$ cat src/rtl/fetch_pkg.sv
// fetch_pkg: shared types and helpers for the fetch sequencer.
//   fetch_state_e   - sequencer FSM state (run / halted)
//   DEFAULT_HALT_OP - default instruction encoding that halts the core
//   next_pc()       - next-pc selection: jump, then relative branch, then +1
package fetch_pkg;

   typedef enum logic {
      StRun,
      StHalted
   } fetch_state_e;

   localparam logic [8:0] DEFAULT_HALT_OP = 9'h1FF;

   // Widest PC the helper supports; callers zero-extend in and truncate out,
   // which gives the modulo-2**AW wrap for relative branches.
   localparam int unsigned MAX_AW = 32;

   function automatic logic [MAX_AW-1:0] next_pc(input logic [MAX_AW-1:0] pc,
                                                 input logic              jump,
                                                 input logic              branch,
                                                 input logic [MAX_AW-1:0] target);
      if (jump) begin
         return target;
      end else if (branch) begin
         return pc + target;
      end else begin
         return pc + MAX_AW'(1);
      end
   endfunction

endpackage

$ cat src/rtl/target_lut.sv
// target_lut: programmable jump/branch target table.
//   CLK   - clock, posedge
//   we    - write enable
//   waddr - write index
//   wdata - write data
//   raddr - read index
//   rdata - combinational read data (old value on same-cycle write)
// Contents have no reset so they survive a sequencer restart.
module target_lut #(
   parameter int unsigned AW = 10,
   parameter int unsigned TW = 4
) (
   input  logic          CLK,
   input  logic          we,
   input  logic [TW-1:0] waddr,
   input  logic [AW-1:0] wdata,
   input  logic [TW-1:0] raddr,
   output logic [AW-1:0] rdata
);

   logic [AW-1:0] mem [2**TW];

   always_ff @(posedge CLK) begin
      if (we) begin
         mem[waddr] <= wdata;
      end
   end

   assign rdata = mem[raddr];

endmodule

$ cat src/rtl/fetch_seq.sv
// fetch_seq: program counter, jump/branch via target LUT, stall, halt
// detection, cycle and retired-instruction counters.
//   CLK        - clock, posedge
//   start      - asynchronous active-high reset (LUT not cleared)
//   inst_in    - instruction at pc from ROM
//   stall      - hold pc this cycle
//   jump_en    - pc <= lut[tgt_idx]
//   branch_en  - pc <= pc + lut[tgt_idx]
//   tgt_idx    - LUT index for jump/branch
//   lut_we, lut_waddr, lut_wdata - LUT write port (active in any state)
//   pc         - program counter / ROM address
//   halt       - sticky halted flag (registered)
//   cycle_ct   - saturating count of RUN cycles
//   retired_ct - saturating count of retired instructions
module fetch_seq
   import fetch_pkg::*;
#(
   parameter int unsigned    AW      = 10,
   parameter int unsigned    IW      = 9,
   parameter int unsigned    TW      = 4,
   parameter int unsigned    CW      = 16,
   parameter logic [IW-1:0]  HALT_OP = DEFAULT_HALT_OP
) (
   input  logic          CLK,
   input  logic          start,
   input  logic [IW-1:0] inst_in,
   input  logic          stall,
   input  logic          jump_en,
   input  logic          branch_en,
   input  logic [TW-1:0] tgt_idx,
   input  logic          lut_we,
   input  logic [TW-1:0] lut_waddr,
   input  logic [AW-1:0] lut_wdata,
   output logic [AW-1:0] pc,
   output logic          halt,
   output logic [CW-1:0] cycle_ct,
   output logic [CW-1:0] retired_ct
);

   localparam logic [AW-1:0] PC_MAX = '1;
   localparam logic [CW-1:0] CT_MAX = '1;

   fetch_state_e  state;
   logic [AW-1:0] lut_rdata;
   logic [AW-1:0] pc_next;
   logic          seq_end;

   target_lut #(
      .AW (AW),
      .TW (TW)
   ) u_target_lut (
      .CLK   (CLK),
      .we    (lut_we),
      .waddr (lut_waddr),
      .wdata (lut_wdata),
      .raddr (tgt_idx),
      .rdata (lut_rdata)
   );

   assign pc_next = AW'(next_pc(MAX_AW'(pc), jump_en, branch_en, MAX_AW'(lut_rdata)));

   // Sequential fetch off the top of the address space halts instead of wrapping.
   assign seq_end = !jump_en && !branch_en && (pc == PC_MAX);

   always_ff @(posedge CLK or posedge start) begin
      if (start) begin
         state      <= StRun;
         pc         <= '0;
         halt       <= 1'b0;
         cycle_ct   <= '0;
         retired_ct <= '0;
      end else if (state == StRun) begin
         if (cycle_ct != CT_MAX) begin
            cycle_ct <= cycle_ct + CW'(1);
         end
         if (!stall) begin
            // The halting instruction and the final sequential fetch both retire.
            if (retired_ct != CT_MAX) begin
               retired_ct <= retired_ct + CW'(1);
            end
            if (inst_in == HALT_OP || seq_end) begin
               state <= StHalted;
               halt  <= 1'b1;
            end else begin
               pc <= pc_next;
            end
         end
      end
   end

endmodule
$ cat config.mk
export PLATFORM = sky130hd
export DESIGN_NAME = fetch_seq
export DESIGN_NICKNAME = d
export VERILOG_FILES = /design/src/rtl/fetch_pkg.sv /design/src/rtl/target_lut.sv /design/src/rtl/fetch_seq.sv
export SDC_FILE = /design/constraint.sdc
export NUM_CORES = 1
export LEC_CHECK = 0
export ABC_AREA = 1
export CORE_ASPECT_RATIO = 0.9
export CORE_MARGIN = 8
export CORE_UTILIZATION = 50
export DETAILED_ROUTE_END_ITERATION = 7
export PLACE_DENSITY = 0.81
export SYNTH_ARGS = -nofsm -noshare
export SYNTH_HDL_FRONTEND = slang
export SYNTH_SLANG_ARGS = --single-unit
$ cat constraint.sdc
create_clock -name CLK -period 6.53 [get_ports CLK]
set_input_delay 1.6325 -clock CLK [delete_from_list [all_inputs] [get_ports CLK]]
set_output_delay 1.6325 -clock CLK [all_outputs]
set_load 0.01 [all_outputs]
==> Word-level counts from Yosys, hierarchy flattened <==
Memories as Yosys holds them, arrays and structs flattened.
Index checks and enable logic that the tools add are counted.
Widths: inputs -> output; s select.
{ "op_classes": {"n_addsub": 4, "n_reduce_logical": 9, "bitwise_logic": 3, "n_mux": 7, "n_eq_ne": 4} }
{ "op_table": {"columns": ["operator", "n"], "rows": [
  ["$add 16x1->16 const B", 2],
  ["$ne 16x16->1 const B", 2],
  ["$mux 10", 2],
  ["$add 10x1->10 const B", 1],
  ["$add 10x10->10", 1],
  ["$eq 10x10->1 const B", 1],
  ["$eq 9x9->1 const B", 1],
  ["$reduce_and 3->1", 3],
  ["$mux 1", 5],
  ["$not 1->1", 3],
  ["$logic_and 1x1->1", 2],
  ["$logic_not 1->1", 2],
  ["$reduce_and 2->1", 1],
  ["$logic_or 1x1->1", 1]
]} }
{ "word_totals": {"ramBits": 160, "out_inout_bits": 43, "mem_count": 1, "register_bits": 44} }
{ "memory_table": {"columns": ["name", "depth", "width", "read_ports", "rd_clocked_by_memory_dff", "write_ports", "line_no", "source"], "rows": [
  ["u_target_lut.mem", 16, 10, 1, 0, 1, "target_lut.sv:21", "logic [AW-1:0] mem [2**TW];"]
]} }

==> Longest topological paths before layout <==
Gate-level depths: netlist of the first run.
{ "logic_depth": {"ltp_word": 7, "depth_mapped": 19, "mapped_depth_nobuf": 17} }

==> Modules after synthesis <==
From an unflattened synthesis of the first run, not the netlist that was laid out.
{ "unflattened": {"cells_unflattened": 1094, "area_unflattened_um2": 9998.3} }
{ "modules_own_cells": {"columns": ["mod", "area_per_inst_um2", "seq_area_each_um2", "n_inst", "cells_per_inst"], "rows": [
  ["target_lut", 6971.7, 4804.6, 1, 672],
  ["fetch_seq", 3026.7, 1101.1, 1, 422]
]} }

==> Least setup slack after synthesis of the first run <==
No wires, ideal clock.
{ "synth_timing": {"path_type": "input -> register", "start": "input port tgt_idx[0]", "end": "register pc[7]", "slack_ns": 2.726, "path_stages": 16, "path_buffers": 2, "t_arrival_ns": 3.738, "cell_sequence": "inv_2 > buf_6 > buf_2 > o21ai_0 > o221ai_1 > nand3_1 > a21oi_1 > ha_1 > nand3_1 > nand3_1 > a21oi_1 > o21bai_1 > or2_2 > nand3_1 > nand3_1 > nand2_1"} }
{ "synth_between": {"elab_chain_cells": 4} }
{ "synth_lines": {"columns": ["item", "line_no", "source"], "rows": [
  ["from (decl)", "fetch_seq.sv:30", "input logic [TW-1:0] tgt_idx,"],
  ["$mem_v2 16x10 *", null, null],
  ["$add 10x10->10", "fetch_pkg.sv:25", "return pc + target;"],
  ["$mux 10", "fetch_pkg.sv:24", "end else if (branch) begin"],
  ["$mux 10 *", "fetch_pkg.sv:22", "if (jump) begin"],
  ["to (signal assigned)", "fetch_seq.sv:85", "pc <= pc_next;"],
  ["to (decl)", "fetch_seq.sv:34", "output logic [AW-1:0] pc,"]
]} }
Every way passes the cells marked *; elsewhere a longest branch is shown, timed or not.
A chain may end at the register's enable or synchronous reset.

==> Worst setup path after layout of the first run <==
{ "layout_timing": {"start": "input port tgt_idx[2]", "end": "register pc[7]"} }
Same word-level chain as after synthesis.

==> load_flow_metrics.sql, run 1 <==
INSERT INTO impl_metrics (metric_group, metric, value, unit) VALUES
('status', 'status', 'finished, final reports clean', ''),
('logic_synthesis', 'asyncSetResetFlopFracSynth', '21.6', '%'),
('logic_synthesis', 'postSynthRegisterBits', '204', ''),
('sta', 'fin_setup_tns', '0', 'ps'),
('sta', 'fmax', '228', 'MHz'),
('routing', 'post_route_drc', '0', ''),
('clocking', 'clkSinkCount', '204', ''),
('clocking', 'cts_resized', '0', ''),
('logic_synthesis', 'ys_dominant_reg_cell', 'edfxtp_1', ''),
('place', 'port-buffer-count', '75', ''),
('worst_setup_path', 'worstPathCellList', 'clkdlybuf4s50_1, buf_4, inv_1, o221ai_1, nand3_1, a21oi_1, ha_1, nand3_1, nand3_1, a21oi_1, o21bai_1, or2_2, nand3_1, nand3_1, nand2_1', ''),
('logic_synthesis', 'synth_area_leaders', 'edfxtp_1 (53%), dfrtp_1 (12%), nor2_1 (4.9%)', ''),
('floorplanning', 'floorplan.die_area', '0.0227', 'mm²'),
('finish', 'total_area_of_sequential_cells', '0.00591', 'mm²'),
('place', 'dpl_worst_slack', '1740', 'ps'),
('sta', 'report.final.hold_viol_count', '0', ''),
('worst_setup_path', 'cp_max_fo', '26', ''),
('floorplanning', 'initial_utilization', '51.2', '%'),
('logic_synthesis', 'postSynthCellCount', '788', ''),
('finish', 'multi_input_comb_area', '0.00269', 'mm²'),
('routing', 'drt-initial-drc-count', '678', ''),
('worst_hold_path', 'hold_path.class', 'reg -> reg', ''),
('finish', 'antenna_cells', '0', ''),
('logic_synthesis', 'ys.warnings.count', '0', ''),
('power', 'power_leakage', '3.99', 'nW'),
('place', 'hpwlAfterDp', '13.5', 'mm'),
('logic_synthesis', 'synth_top_cell_area_share', '53.1', '%'),
('logic_synthesis', 'post-synth-top-count-cell', 'edfxtp_1', ''),
('routing', 'routed_wl', '21.6', 'mm'),
('sta', 'finalWorstSetupSlack', '2140', 'ps'),
('clocking', 'number_of_buffers_added_to_fix_hold_violations_after_cts', '0', ''),
('finish', 'area_delta_synth_final', '17.1', '%'),
('finish', 'layout.filler_cells', '1416', ''),
('grt', 'gr-max-usage-layer', 'met2', ''),
('routing', 'drtPass1Iterations', '5', ''),
('sta', 'final_min_period_over_clock_period', '67.3', '%'),
('worst_setup_path', 'required', '6960', 'ps'),
('routing', 'avgViaCountPerCell', '5.73', ''),
('finish', 'fraction_of_final_layout_cells_with_drive_strength_greater_than_1', '7.30', '%'),
('grt', 'grt_pass1_vias', '6381', ''),
('floorplanning', 'number_of_cell_rows', '46', ''),
('routing', 'vias', '6400', ''),
('floorplanning', 'die_w', '158', 'µm'),
('logic_synthesis', 'yosysTopAreaCell', 'edfxtp_1', ''),
('grt', 'globalRoute.totalOverflow', '0', ''),
('job', 'drv.max_cap_violation_count', '0', ''),
('worst_setup_path', 'critPathLaunchType', 'input port', ''),
('grt', 'global_route.usage.total', '19.2', '%'),
('logic_synthesis', 'synthesis.nets', '833', ''),
('grt', 'global_route.usage.met2', '31.4', '%'),
('floorplanning', 'die_h', '144', 'µm'),
('sta', 'fin_crit', '4390', 'ps'),
('worst_setup_path', 'critical_path_type', 'in -> reg', ''),
('worst_setup_path', 'end_kind', 'register', ''),
('grt', 'grt_max_degree', '84', ''),
('routing', 'route.detailed.wl_per_inst', '19.3', 'µm'),
('logic_synthesis', 'netlist_top_cells_count', 'edfxtp_1 (160), nor2_1 (119), nand2_1 (94)', ''),
('floorplanning', 'io_pins', '76', ''),
('sta', 'worst_clock_skew', '21.3', 'ps'),
('sta', 'maxSlewHeadroom', '22.3', '%'),
('power', 'vdd_drop_max', '0.000238', 'V'),
('sta', 'final-setup-viol-count', '0', ''),
('worst_setup_path', 'cpMostUsedCell', 'nand3_1', ''),
('logic_synthesis', 'synth_enable_flop_cells', '160', ''),
('floorplanning', 'core-area', '0.0177', 'mm²'),
('routing', 'final_antenna_net_count', '0', ''),
('clocking', 'post_cts_setup_bufs', '0', ''),
('grt', 'antenna_found_initial', '1', ''),
('clocking', 'clock_latency', '510', 'ps'),
('clocking', 'cts_inserted_buffers', '22', ''),
('clocking', 'clock_slew_seen_by_the_registers_of_the_worst_setup_and_hold_paths', '60', 'ps');
per-layer routing:
layer	wire, µm	share of wire [%]
met3	2220	10
met4	382	1.8
met1	8690	40
met5	13	0.060
met2	10300	48
cell usage in the layout (no fill, tap or decap), types with 6 or more instances in the layout:
| cell | n |
|---|---|
| a21oi_1 | 16 |
| buf_4 | 7 |
| clkbuf_16 | 22 |
| clkdlybuf4s50_1 | 74 |
| clkinv_1 | 9 |
| dfrtp_1 | 44 |
| edfxtp_1 | 160 |
| ha_1 | 11 |
| inv_1 | 47 |
| nand2_1 | 94 |
| nand3_1 | 55 |
| nand4_1 | 11 |
| nor2_1 | 119 |
| o211ai_1 | 16 |
| o21ai_0 | 60 |
| o21ai_1 | 27 |
| o221ai_1 | 16 |
| o22ai_1 | 6 |
| xnor2_1 | 15 |
| xor2_1 | 19 |
final cells by class:
cell class	count	share of cell area (%)
clock buffer	25	5.30
timing repair buffer	82	7.53
tap	240	2.83
clock inverter	14	1.26
multi-input combinational	497	25.4
sequential	204	55.7
inverter	55	1.95
worst paths after layout:
check | start | endpoint | slack [ps] | depth (start not counted)
worst max register to register | u_target_lut.mem[1][0] | pc[6] | 3850 | 14
max in group asynchronous | start | retired_ct[3] | 4550 | 3
worst max-delay path | tgt_idx[2] | pc[7] | 2140 | 15
worst min register to register | halt | halt | 480 | 1
min in group asynchronous | start | retired_ct[13] | 1600 | 3
worst min-delay path | halt | halt | 480 | 1
cells by family after synthesis:
kind of cell    share of synthesized area [%]
compound gates                           10.5
xor+xnor                                 3.29
fa+ha+maj                                1.74
buf+inv                                  5.04
flops                                    65.2
simple gates                             14.2
registers in the layout (all words and copies together) (netlist names):
register,cells
cycle_ct,16
u_target_lut.mem,160
state,1
retired_ct,16
pc,10
halt,1
power breakdown:
part	internal [mW]	switching (mW)
clock network	0.699	0.496
logic	0.0720	0.136
registers	1.43	0.0123
total	2.20	0.644
critical path: cells and delay by family:
family,cells,cell delay [ps]
buffers and inverters,3,1240
and+or+nand+nor,7,810
AOI/OAI and AO/OA,4,800
adders and majority gates,1,300
through the flow:
step	total power, mW	std cells	util, %	cell area, µm²	hold WS [ps]
floorplan	1.59	788	-	9050	464
global placement	1.67	1078	56.0	9900	468
detailed placement	1.67	1078	56.0	9900	466
CTS	2.86	1117	60.0	10600	479
global route	2.93	1117	60.0	10600	507
finish	2.84	1117	60.0	10600	480
Note: power is estimated with default switching activity, not from simulation.
==> run 2, diff against run 1 <==
==> constraint.sdc (replaced) <==
create_clock -name CLK -period 4.5 [get_ports CLK]
set_input_delay 1.125 -clock CLK [delete_from_list [all_inputs] [get_ports CLK]]
set_output_delay 1.125 -clock CLK [all_outputs]
set_load 0.01 [all_outputs]
==> load_flow_metrics.sql, run 2 (synthesis results as in run 1) <==
INSERT INTO impl_metrics (metric_group, metric, value, unit) VALUES
('worst_setup_path', 'cp_max_fo', '34', ''),
('place', 'place.gp.congestion', '0.895', ''),
('worst_setup_path', 'r2r_end', 'pc[7]', ''),
('grt', 'first_pass_grt_wire_length', '32.6', 'mm'),
('sta', 'worst_clock_skew', '22.1', 'ps'),
('sta', 'slew_violations', '0', ''),
('routing', 'routed_wl', '20.7', 'mm'),
('status', 'status', 'finished, final reports clean', ''),
('finish', 'antenna_cells', '0', ''),
('worst_setup_path', 'end_kind', 'register', ''),
('power', 'combinationalPowerShare', '7.5', '%'),
('grt', 'antenna_found_initial', '1', ''),
('worst_setup_path', 'critical_path.max_stage_delay', '450', 'ps'),
('worst_setup_path', 'worst-r2r-setup-slack', '1960', 'ps'),
('power', 'power_switching_share', '22.5', '%'),
('finish', 'final_common_cell', 'edfxtp_1', ''),
('routing', 'vias', '6431', ''),
('place', 'placed_cell_area', '0.0100', 'mm²'),
('worst_setup_path', 'critical_path_s_top_delay_family', 'compound AO/OA/AOI/OAI gates', ''),
('job', 'drv.max_cap_violation_count', '0', ''),
('floorplanning', 'io_pins', '76', ''),
('power', 'power.clock.fraction', '41.2', '%'),
('routing', 'drtPass1Iterations', '5', ''),
('sta', 'final-setup-viol-count', '0', ''),
('finish', 'layout_top_registers', 'u_target_lut.mem (160), cycle_ct (16), retired_ct (16)', ''),
('sta', 'fin_worst_hold_slack', '491', 'ps'),
('place', 'port-buffer-count', '75', ''),
('power', 'powerDensity', '381', 'mW/mm²'),
('clocking', 'cts_htree_levels', '1', ''),
('routing', 'drt-initial-drc-count', '609', ''),
('finish', 'final_cell_mix', 'edfxtp_1 (160), nor2_1 (119), nand2_1 (94)', ''),
('routing', 'route.detailed.wl_per_inst', '18.3', 'µm'),
('worst_setup_path', 'worstPathCellList', 'clkdlybuf4s50_1, buf_12, inv_2, buf_4, o21ai_0, o221ai_1, nand3_1, a21oi_1, ha_1, nand3_1, nand3_1, a21oi_1, o21bai_1, or2_2, nand3_1, nand3_1, nand2_1', ''),
('power', 'vdd_drop_max', '0.000337', 'V'),
('worst_setup_path', 'critical_path_type', 'in -> reg', ''),
('place', 'hpwlAfterDp', '13.5', 'mm'),
('floorplanning', 'die_h', '144', 'µm'),
('sta', 'final_min_period_over_clock_period', '82.8', '%'),
('sta', 'fin_crit', '3730', 'ps'),
('worst_setup_path', 'critPathSlowestCell', 'clkdlybuf4s50_1', ''),
('power', 'power_leakage', '4.07', 'nW'),
('finish', 'design_area', '0.0107', 'mm²'),
('clocking', 'tritoncts_clock_tree', 'yes', ''),
('finish', 'total_area_of_sequential_cells', '0.00591', 'mm²'),
('sta', 'fmax', '268', 'MHz'),
('power', 'netSwitchingPower', '0.920', 'mW'),
('clocking', 'cts_inserted_buffers', '22', ''),
('floorplanning', 'number_of_cell_rows', '46', ''),
('grt', 'grt_pass1_vias', '6099', ''),
('sta', 'report.final.hold_viol_count', '0', ''),
('finish', 'layout.filler_cells', '1344', ''),
('routing', 'final_antenna_net_count', '0', ''),
('worst_setup_path', 'required', '4930', 'ps'),
('grt', 'grt_max_degree', '62', ''),
('worst_setup_path', 'path_buf_inv', '4', ''),
('power', 'p_int', '3.16', 'mW'),
('finish', 'fraction_of_final_layout_cells_with_drive_strength_greater_than_1', '8.64', '%'),
('worst_setup_path', 'cp_data_arrival_time', '4150', 'ps'),
('routing', 'post_route_drc', '0', ''),
('sta', 'maxSlewHeadroom', '24.5', '%'),
('routing', 'avgViaCountPerCell', '5.69', ''),
('power', 'seq_power_share', '51.3', '%'),
('floorplanning', 'die_w', '158', 'µm'),
('sta', 'max_slew.worst_pin.slew', '1130', 'ps'),
('clocking', 'ctsRootBufferMaster', 'clkbuf_16', ''),
('worst_setup_path', 'crit-reg2reg-launch', 'u_target_lut.mem[2][3]', ''),
('worst_setup_path', 'reg2reg_depth', '13', ''),
('clocking', 'post_cts_setup_bufs', '0', ''),
('clocking', 'clkSinkCount', '204', ''),
('sta', 'fin_setup_tns', '0', 'ps'),
('grt', 'global_route.usage.total', '18.4', '%'),
('worst_hold_path', 'hold_path.class', 'reg -> reg', ''),
('floorplanning', 'initial_utilization', '51.2', '%'),
('grt', 'globalRoute.totalOverflow', '0', ''),
('floorplanning', 'floorplan.die_area', '0.0227', 'mm²'),
('clocking', 'cts_resized', '0', ''),
('finish', 'layout.nets', '920', ''),
('clocking', 'clock_slew_seen_by_the_registers_of_the_worst_setup_and_hold_paths', '60', 'ps'),
('clocking', 'number_of_buffers_added_to_fix_hold_violations_after_cts', '0', ''),
('finish', 'multi_input_comb_area', '0.00269', 'mm²'),
('sta', 'rsz0062_at_grt', 'false', ''),
('finish', 'area_delta_synth_final', '18.3', '%'),
('worst_hold_path', 'hp-start', 'halt', ''),
('worst_hold_path', 'min_delay_worst_endpoint', 'halt', ''),
('finish', 'registers.top_by_ff_count', 'u_target_lut.mem', ''),
('finish', 'largest_reg_flops', '160', ''),
('worst_hold_path', 'whs_path_depth', '1', ''),
('floorplanning', 'core-area', '0.0177', 'mm²'),
('worst_setup_path', 'critPathLaunchType', 'input port', ''),
('clocking', 'clock_path_buffers', '3', ''),
('worst_setup_path', 'cpMostUsedCell', 'nand3_1', ''),
('clocking', 'clock_latency', '510', 'ps');
==> run 2: worst reg2reg max path: cells and delay by family (launching register included) <==
family,cells,cell delay [ps]
AOI/OAI and AO/OA,6,1060
and+or+nand+nor,5,630
DFF,1,350
adders and majority gates,1,350
buffers and inverters,1,60
==> run 2: per-layer routing <==
| layer | global-route usage (%) | part of all wire, % | vias to the layer above |
|---|---|---|---|
| li1 | - | - | 2980 |
| met1 | 24.6 | 42 | 3089 |
| met2 | 30.1 | 47 | 316 |
| met3 | 3.54 | 9.5 | 44 |
| met4 | 5.26 | 2.3 | 2 |
| met5 | 0 | 0.072 | - |
==> run 2: worst max-delay path by stage <==
| stage | cells after the start | end | start | slack (ps) |
|---|---|---|---|---|
| 2_1_floorplan | 16 | pc[7] | tgt_idx[0] | 1200 |
| 4_1_cts | 17 | pc[7] | tgt_idx[1] | 830 |
| 5_1_grt | 17 | pc[7] | tgt_idx[1] | 560 |
| 3_5_place_dp | 17 | pc[7] | tgt_idx[1] | 360 |
| 3_3_place_gp | 16 | pc[6] | tgt_idx[1] | 420 |
| 6_report | 17 | pc[7] | tgt_idx[1] | 770 |
==> run 2: power groups by stage <==
stage	logic, mW	clock network, mW	registers, mW
global route	0.338	1.78	2.09
floorplan	0.183	0	2.13
CTS	0.305	1.71	2.09
detailed placement	0.303	0	2.13
global placement	0.295	0	2.13
finish	0.307	1.68	2.09
==> run 2: area by class of cell <==
type | count | share of cell area, %
timing repair buffer | 95 | 8.60
inverter | 55 | 1.93
tap | 240 | 2.81
clock inverter | 8 | 0.491
sequential | 204 | 55.2
multi-input combinational | 497 | 25.1
clock buffer | 32 | 5.88
==> run 2: stage by stage <==
step                std cells  power (mW)  setup slack [ps]  util, %
finish                   1131        4.08               774     60.6
global route             1131        4.21               564     60.6
CTS                      1131        4.10               833     60.6
detailed placement       1091        2.43               358     56.7
global placement         1091        2.42               422     56.7
floorplan                 788        2.31              1200        -
